<file path="src/rtl/bcd_pkg.sv">
// Shared types and constants for the sequential binary-to-BCD converter.
package bcd_pkg;

    typedef enum logic [1:0] {
        IDLE,
        CONV,
        DONE
    } bcd_state_e;

    localparam logic [3:0] BCD_ADJ_THRESH = 4'd5;
    localparam logic [3:0] BCD_ADJ_ADD    = 4'd3;

    // ceil(width * log10(2)), using log10(2) ~= 0.30103 in fixed point
    function automatic int bcd_digits_for(input int width);
        return (width * 30103 + 99999) / 100000;
    endfunction

endpackage

</file>
<file path="src/rtl/bcd_digit_adj.sv">
// Double-dabble correction cell: adds 3 to a BCD digit that is 5 or more,
// so the following left shift carries correctly into the next digit.
module bcd_digit_adj
    import bcd_pkg::*;
(
    input  logic [3:0] digit_in,
    output logic [3:0] digit_out
);

    always_comb begin
        digit_out = digit_in;
        if (digit_in >= BCD_ADJ_THRESH) begin
            digit_out = digit_in + BCD_ADJ_ADD;
        end
    end

endmodule

</file>
<file path="src/rtl/bin2bcd_seq.sv">
// Sequential binary-to-BCD converter (shift-and-add-3), one bit per clock,
// with ready/valid on both sides, optional signed input and overflow flag.
module bin2bcd_seq
    import bcd_pkg::*;
#(
    parameter int BIN_W  = 12,
    parameter int DIGITS = 4,
    parameter int SIGNED = 0
) (
    input  logic                  clk,
    input  logic                  rst,
    input  logic                  clr,
    input  logic                  in_valid,
    output logic                  in_ready,
    input  logic [BIN_W-1:0]      bin_in,
    output logic                  out_valid,
    input  logic                  out_ready,
    output logic [4*DIGITS-1:0]   bcd_out,
    output logic                  sign_out,
    output logic                  ovf
);

    localparam int CNT_W = $clog2(BIN_W + 1);
    localparam int ACC_W = 4 * DIGITS;

    bcd_state_e         state_q, state_d;
    logic [CNT_W-1:0]   cnt_q, cnt_d;
    logic [BIN_W-1:0]   mag_q, mag_d;
    logic [ACC_W-1:0]   acc_q, acc_d;
    logic               ovf_acc_q, ovf_acc_d;
    logic               neg_q, neg_d;
    logic [ACC_W-1:0]   bcd_q, bcd_d;
    logic               sign_q, sign_d;
    logic               ovf_q, ovf_d;
    logic               out_valid_q, out_valid_d;

    logic [ACC_W-1:0]   acc_adj;
    logic [ACC_W-1:0]   acc_shift;
    logic               carry_out;
    logic [BIN_W-1:0]   mag_shift;
    logic               neg_in;
    logic [BIN_W-1:0]   mag_in;
    logic               accept;
    logic               last_iter;

    for (genvar gi = 0; gi < DIGITS; gi++) begin : g_adj
        bcd_digit_adj u_adj (
            .digit_in  (acc_q[4*gi +: 4]),
            .digit_out (acc_adj[4*gi +: 4])
        );
    end

    assign acc_shift = {acc_adj[ACC_W-2:0], mag_q[BIN_W-1]};
    assign carry_out = acc_adj[ACC_W-1];
    assign mag_shift = {mag_q[BIN_W-2:0], 1'b0};
    assign last_iter = (cnt_q == CNT_W'(BIN_W - 1));

    // Negating -2^(BIN_W-1) wraps to itself, which is the correct unsigned magnitude
    assign neg_in = (SIGNED != 0) && bin_in[BIN_W-1];
    assign mag_in = neg_in ? (~bin_in + BIN_W'(1)) : bin_in;

    assign in_ready = !clr && ((state_q == IDLE) || (state_q == DONE && out_ready));
    assign accept   = in_valid && in_ready;

    always_comb begin
        state_d     = state_q;
        cnt_d       = cnt_q;
        mag_d       = mag_q;
        acc_d       = acc_q;
        ovf_acc_d   = ovf_acc_q;
        neg_d       = neg_q;
        bcd_d       = bcd_q;
        sign_d      = sign_q;
        ovf_d       = ovf_q;
        out_valid_d = out_valid_q;

        if (clr) begin
            state_d     = IDLE;
            out_valid_d = 1'b0;
        end else begin
            case (state_q)
                IDLE: ;
                CONV: begin
                    acc_d     = acc_shift;
                    mag_d     = mag_shift;
                    ovf_acc_d = ovf_acc_q | carry_out;
                    cnt_d     = cnt_q + CNT_W'(1);
                    if (last_iter) begin
                        state_d     = DONE;
                        out_valid_d = 1'b1;
                        bcd_d       = acc_shift;
                        sign_d      = neg_q;
                        ovf_d       = ovf_acc_q | carry_out;
                    end
                end
                DONE: begin
                    if (out_ready) begin
                        state_d     = IDLE;
                        out_valid_d = 1'b0;
                    end
                end
                default: state_d = IDLE;
            endcase

            // Accept is only possible from IDLE or a completing DONE, so it overrides both
            if (accept) begin
                state_d   = CONV;
                mag_d     = mag_in;
                neg_d     = neg_in;
                acc_d     = '0;
                ovf_acc_d = 1'b0;
                cnt_d     = '0;
            end
        end
    end

    always_ff @(posedge clk or negedge rst) begin
        if (!rst) begin
            state_q     <= IDLE;
            cnt_q       <= '0;
            mag_q       <= '0;
            acc_q       <= '0;
            ovf_acc_q   <= 1'b0;
            neg_q       <= 1'b0;
            bcd_q       <= '0;
            sign_q      <= 1'b0;
            ovf_q       <= 1'b0;
            out_valid_q <= 1'b0;
        end else begin
            state_q     <= state_d;
            cnt_q       <= cnt_d;
            mag_q       <= mag_d;
            acc_q       <= acc_d;
            ovf_acc_q   <= ovf_acc_d;
            neg_q       <= neg_d;
            bcd_q       <= bcd_d;
            sign_q      <= sign_d;
            ovf_q       <= ovf_d;
            out_valid_q <= out_valid_d;
        end
    end

    assign bcd_out   = bcd_q;
    assign sign_out  = sign_q;
    assign ovf       = ovf_q;
    assign out_valid = out_valid_q;

endmodule

</file>
<file path="config.mk">
export PLATFORM = sky130hd
export DESIGN_NAME = bin2bcd_seq
export DESIGN_NICKNAME = d
export VERILOG_FILES = /design/src/rtl/bcd_pkg.sv /design/src/rtl/bcd_digit_adj.sv /design/src/rtl/bin2bcd_seq.sv
export SDC_FILE = /design/constraint.sdc
export NUM_CORES = 1
export LEC_CHECK = 0
export CORE_MARGIN = 5
export CORE_UTILIZATION = 50
export DETAILED_ROUTE_END_ITERATION = 10
export PLACE_DENSITY = 0.74
export SLEW_MARGIN = 5
export SYNTH_ARGS = -nofsm -noshare
export SYNTH_HDL_FRONTEND = slang
export SYNTH_HIERARCHICAL = 1
export SYNTH_SLANG_ARGS = --single-unit
export TNS_END_PERCENT = 1
</file>
<file path="constraint.sdc">
create_clock -name clk -period 2.3 [get_ports clk]
set_input_delay 0.69 -clock clk [delete_from_list [all_inputs] [get_ports clk]]
set_output_delay 0.69 -clock clk [all_outputs]
set_load 0.005 [all_outputs]
</file>
**After elaboration in Yosys (flattened, before gate mapping)**

Index checks and enable logic that the tools add are counted.

- Register bits: 53
- Latch bits: 0
- Bits in writable memories: 0
- ROM bits: 0
- Bits of input ports: 17
- Output and inout port bits: 20
- Logic and storage cells: 60
- Memories: 0

- Add/sub/neg operators: 5
- Multiply operators: 0
- Divide/modulo/power cells: 0
- $lt $le $gt $ge: 4
- Equality and inequality tests: 8
- Shifts and indexed selects: 0
- Multiplexer cells: 21
- Bitwise logic cells: 2
- Reductions and logical operators: 12

Operators with widths:

| cell | count |
|---|---|
| 2-to-1 mux 16 bit | 2 |
| 2-to-1 mux 12 bit | 2 |
| 2-to-1 mux 4 bit | 6 |
| adder 4 x 2 -> 4 bit (second input constant) | 4 |
| greater-or-equal comparator 4 x 3 -> 1 bit (second input constant) | 4 |
| != test 3 bit (second input constant) | 3 |
| AND reduction 3 bit | 3 |
| 2-to-1 mux 2 bit | 4 |
| != test 4 bit (second input constant) | 2 |
| case mux 2 bit (3 select lines) | 1 |
| 2-to-1 mux 1 bit | 5 |
| adder 4 x 1 -> 4 bit (second input constant) | 1 |
| == test 4 bit (second input constant) | 1 |
| logical AND 1 bit | 3 |
| nonzero test 3 bit | 1 |
| == test 2 x 1 -> 1 bit (second input constant) | 1 |
| == test 2 bit (second input constant) | 1 |
| logical NOT 2 bit | 1 |
| case mux 1 bit (2 select lines) | 1 |
| AND reduction 2 bit | 1 |
| nonzero test 2 bit | 1 |
| logical NOT 1 bit | 1 |
| logical OR 1 bit | 1 |
| inverter 1 bit | 1 |
| bitwise OR 1 bit | 1 |

**Depth between registers and ports, before layout**

- Word-level depth: 7
- Mapped depth: 7
- Gate-level depth less buffers: 7

**Cells and area by module**

The synthesis kept the hierarchy.

Modules (own cells, without submodules):

| module | times used | cells an instance | area an instance (um^2) |
|---|---|---|---|
| bin2bcd_seq | 1 | 155 | 2,184.6 |
| bcd_digit_adj | 4 | 16 | 101.3 |

**Worst setup path before layout**

Ideal clock, no wire load.

- Path type: input -> register
- Start: input port clr
- End: register mag_q[10]
- Setup time: 0.123 ns
- Arrival time: 1.778 ns
- Data required time: 2.177 ns
- Setup slack: 0.399 ns
- Stages on the path: 4
- Path buffers: 2
- Path through: clkbuf_1 -> or4b_4 -> buf_6 -> o221a_1

- Cells in the longest elaborated chain, start to end: 5
- Elaborated cells between the ends (all ways): 7
- Classes of those cells: 1 x mux; 1 x bitwise; 5 x reduce/logical

RTL lines:

| element | line | text |
|---|---|---|
| start, declared | bin2bcd_seq.sv:12 | `input logic clr,` |
| logical NOT 1 bit | bin2bcd_seq.sv:62 | `assign in_ready = !clr && ((state_q == IDLE) \|\| (state_q == DONE && out_ready));` |
| logical AND 1 bit | bin2bcd_seq.sv:62 |  |
| logical AND 1 bit | bin2bcd_seq.sv:63 | `assign accept = in_valid && in_ready;` |
| nonzero test 2 bit (no line) | -- |  |
| AND reduction 2 bit (no line) | -- |  |
| end signal, assigned | bin2bcd_seq.sv:132 | `mag_q <= mag_d;` |
| end, declared | bin2bcd_seq.sv:28 | `logic [BIN_W-1:0] mag_q, mag_d;` |

Parallel ways exist; a longest one is shown, timed or not.
A chain may end at the register's enable or synchronous reset.

**Final worst setup path**

- Start: input port clr
- End: output port in_ready

- Cells in the longest elaborated chain, start to end: 2

RTL lines:

| element | line | text |
|---|---|---|
| logical NOT 1 bit | bin2bcd_seq.sv:62 |  |
| logical AND 1 bit | bin2bcd_seq.sv:62 |  |
| end, declared | bin2bcd_seq.sv:14 | `output logic in_ready,` |

No other way between the ends.

==> reports/results.txt <==
die height: 82.0 µm
Final nets: 288
Global Route met3 Usage: 0.0395
Worst EP arrival: 1.56 ns
Die W: 82.0 µm
Ys Warns: 6
clock-pin slew on the worst setup and hold paths: 0.09 ns
Mapped Cells: 219
critical path capture point type: output port
most common cell after layout, fill and taps aside: dfrtp_1
Syn Area/Cell: 11.8 µm²
Final Slew Violations: 0
later-pin clock latency in the skew report: 0.30 ns
Max VDD drop: 0.270 mV
Post-route DRC: 0
crit path launch type: input port
Worst Hold Class: input port to asynchronous set/reset pin
clock sink count: 53
clk root buf: clkbuf_8
cts-stage hold buffer count: 0
row cnt: 26
Worst path max stage delay: 0.45 ns
largest net degree at the start of global routing: 34
sequential area share after synthesis: 0.512
vias: 1799
number of synthesized flops with an enable pin: 0
Final setup viols: 0
# diodes: 0
drt first pass iters: 4
crit path max-delay cell type: clkdlybuf4s50_1
IO Count: 37
WP buf/inv: 2
most frequent cells in the layout: dfrtp_1 (53), clkdlybuf4s50_1 (32), nand2b_1 (20), a22o_1 (17), nand2_1 (17)
placed cell area: 3080 µm²
mapped cell area: 2590 µm²
port buffer count: 35
met1 Use GR: 0.220
PwrDens: 583 nW/µm²
WHS: 0.330 ns
minimum clock period: 2.25 ns
final worst-path cycle share: 0.978
CTS H-tree depth: 2
Bufs on Longest Clock Path: 2
final instance area: 3170 µm²
Slew Limit Headroom: 0.664
Post-synth top flop: dfrtp_1
post-synth top area cell: dfrtp_1
Yosys reg bits: 53
fmax: 0.444 GHz
RSZ-0062 raised after global routing: false
Pleak: 1.44 nW
GRT Util Overall: 0.162
die area: 6720 µm²
Worst Clk Skew: 0.00739 ns
antenna violations before repair: 0
grt ovf: 0
WL/cell: 14.5 µm
CTS tree: done
routability cong.: 0.781
vias in the first global route: 1772
distinct cell type count after synthesis: 36
CTS Buf Count: 5
met2 usage: 0.258
critical-path maximum fanout: 2
DP HPWL: 3390 µm
Worst-Margin Slew: 0.505 ns
asr flop ratio synth: 1.00
final wirelength: 4840 µm
Starting DRT DRC Count: 83
top-area cell type share of the netlist area: 0.512
share of cells above drive strength 1: 0.167
Area Overhead vs Synth: 22.6%
final hold violation count: 0
ranking of synthesized cells by area: dfrtp_1 (51%), a22o_1 (5.7%), nand2b_1 (4.8%)
grt peak-use layer: met2
status: finished, final reports clean
first-pass GRT wire length: 8370 µm
Fillers: 442
CP required: 1.61 ns
Max-Cap Viols: 0
core area: 5070 µm²
CP delay by family, top: buffers and inverters
Synthesized Nets: 245
kind of critical path: input port to output port
Starting Density: 0.510
Vias/cell: 5.40
worst-path cell chain: clkdlybuf4s50_1 -> nor3_2 -> clkdlybuf4s15_2
Final ANT Viol Nets: 0
==> where the power goes <==
| group | leakage, nW | switching, W | internal (W) |
|---|---|---|---|
| combinational | 0.698 | 0.000130 | 0.000153 |
| clock | 0.0450 | 0.000297 | 0.000212 |
| sequential | 0.695 | 0.0000589 | 0.00100 |
==> synth_stat cells (2+ instances only) <==
cell type and instances:
o221a_1 10, nor3_1 2, nor3b_2 2, buf_6 2, o21ai_1 4, inv_1 10
ha_1 9, buf_2 5, mux2i_1 6, mux2_1 8, o21ai_0 5, nand2b_1 20
nand2_1 17, buf_4 3, mux2_2 9, a22o_1 17, a21oi_1 3, nor2_1 9
xnor2_1 6, a21oi_2 4, dfrtp_1 53
==> path summary, 6_finish.rpt <==
check / from / cells past startpoint / to / slack [ns]
worst max-delay path: clr / 3 / in_ready / 0.05
worst max register to register: cnt_q[0] / 5 / bcd_out[7] / 0.54
min in group clk: bcd_out[10] / 1 / bcd_out[10] / 0.49
max in group asynchronous: rst / 2 / acc_q[4] / 1.43
worst min-delay path: rst / 1 / acc_q[14] / 0.33
worst min register to register: bcd_out[10] / 1 / bcd_out[10] / 0.49
==> metrics by stage <==
step / cells / setup TNS (ns) / total power, W / utilization / setup WS (ns)
after floorplan: 219 / 0 / 0.00126 / - / 0.399
after global placement: 325 / -3.20 / 0.00135 / 0.607 / -0.462
after detailed placement: 325 / -3.32 / 0.00136 / 0.607 / -0.416
after CTS: 333 / 0 / 0.00187 / 0.625 / 0.0271
after global routing: 333 / 0 / 0.00195 / 0.625 / 0.0351
final: 333 / 0 / 0.00185 / 0.625 / 0.0496
==> per-layer routing <==
layer,part of all wire,wire [µm],vias up
met3,0.039,188,6
met2,0.47,2260,31
li1,-,-,861
met4,0.014,70,0
met1,0.48,2320,901
met5,0,0,-
==> cells by family (layout without fill, tap and decap cells) <==
kind of cell	Yosys count	in the layout	share of synthesized area
compound gates	47	47	0.151
xor+xnor	6	6	0.0203
fa+ha+maj	9	9	0.0435
buf+inv	21	65	0.0430
flops	53	53	0.512
mux	23	23	0.0971
other cells	1	1	0.00145
simple gates	59	59	0.132
==> sequential cells by signal (all words and copies together), names as in the netlist <==
signal,count
acc_q,16
bcd_out,16
cnt_q,4
mag_q,12
out_valid,1
ovf,1
ovf_acc_q,1
state_q,2
==> final cells by class <==
| cell class | instances | area, µm² | area share |
|---|---|---|---|
| clock inverters | 2 | 10.0 | 0.00315 |
| flip-flops and latches | 53 | 1330 | 0.418 |
| multi-input cells | 145 | 1170 | 0.368 |
| well taps | 70 | 87.6 | 0.0276 |
| clock buffers | 6 | 72.6 | 0.0229 |
| inverters | 10 | 37.5 | 0.0118 |
| repair buffers | 47 | 473 | 0.149 |
==> what timing repair did <==
action                     in CTS  in global routing
setup endpoints to repair       1                 12
pin swaps                       0                  1
gates resized for setup         5                  1
buffers inserted                0                  0
No activity file was read; power rests on OpenSTA's default activity.
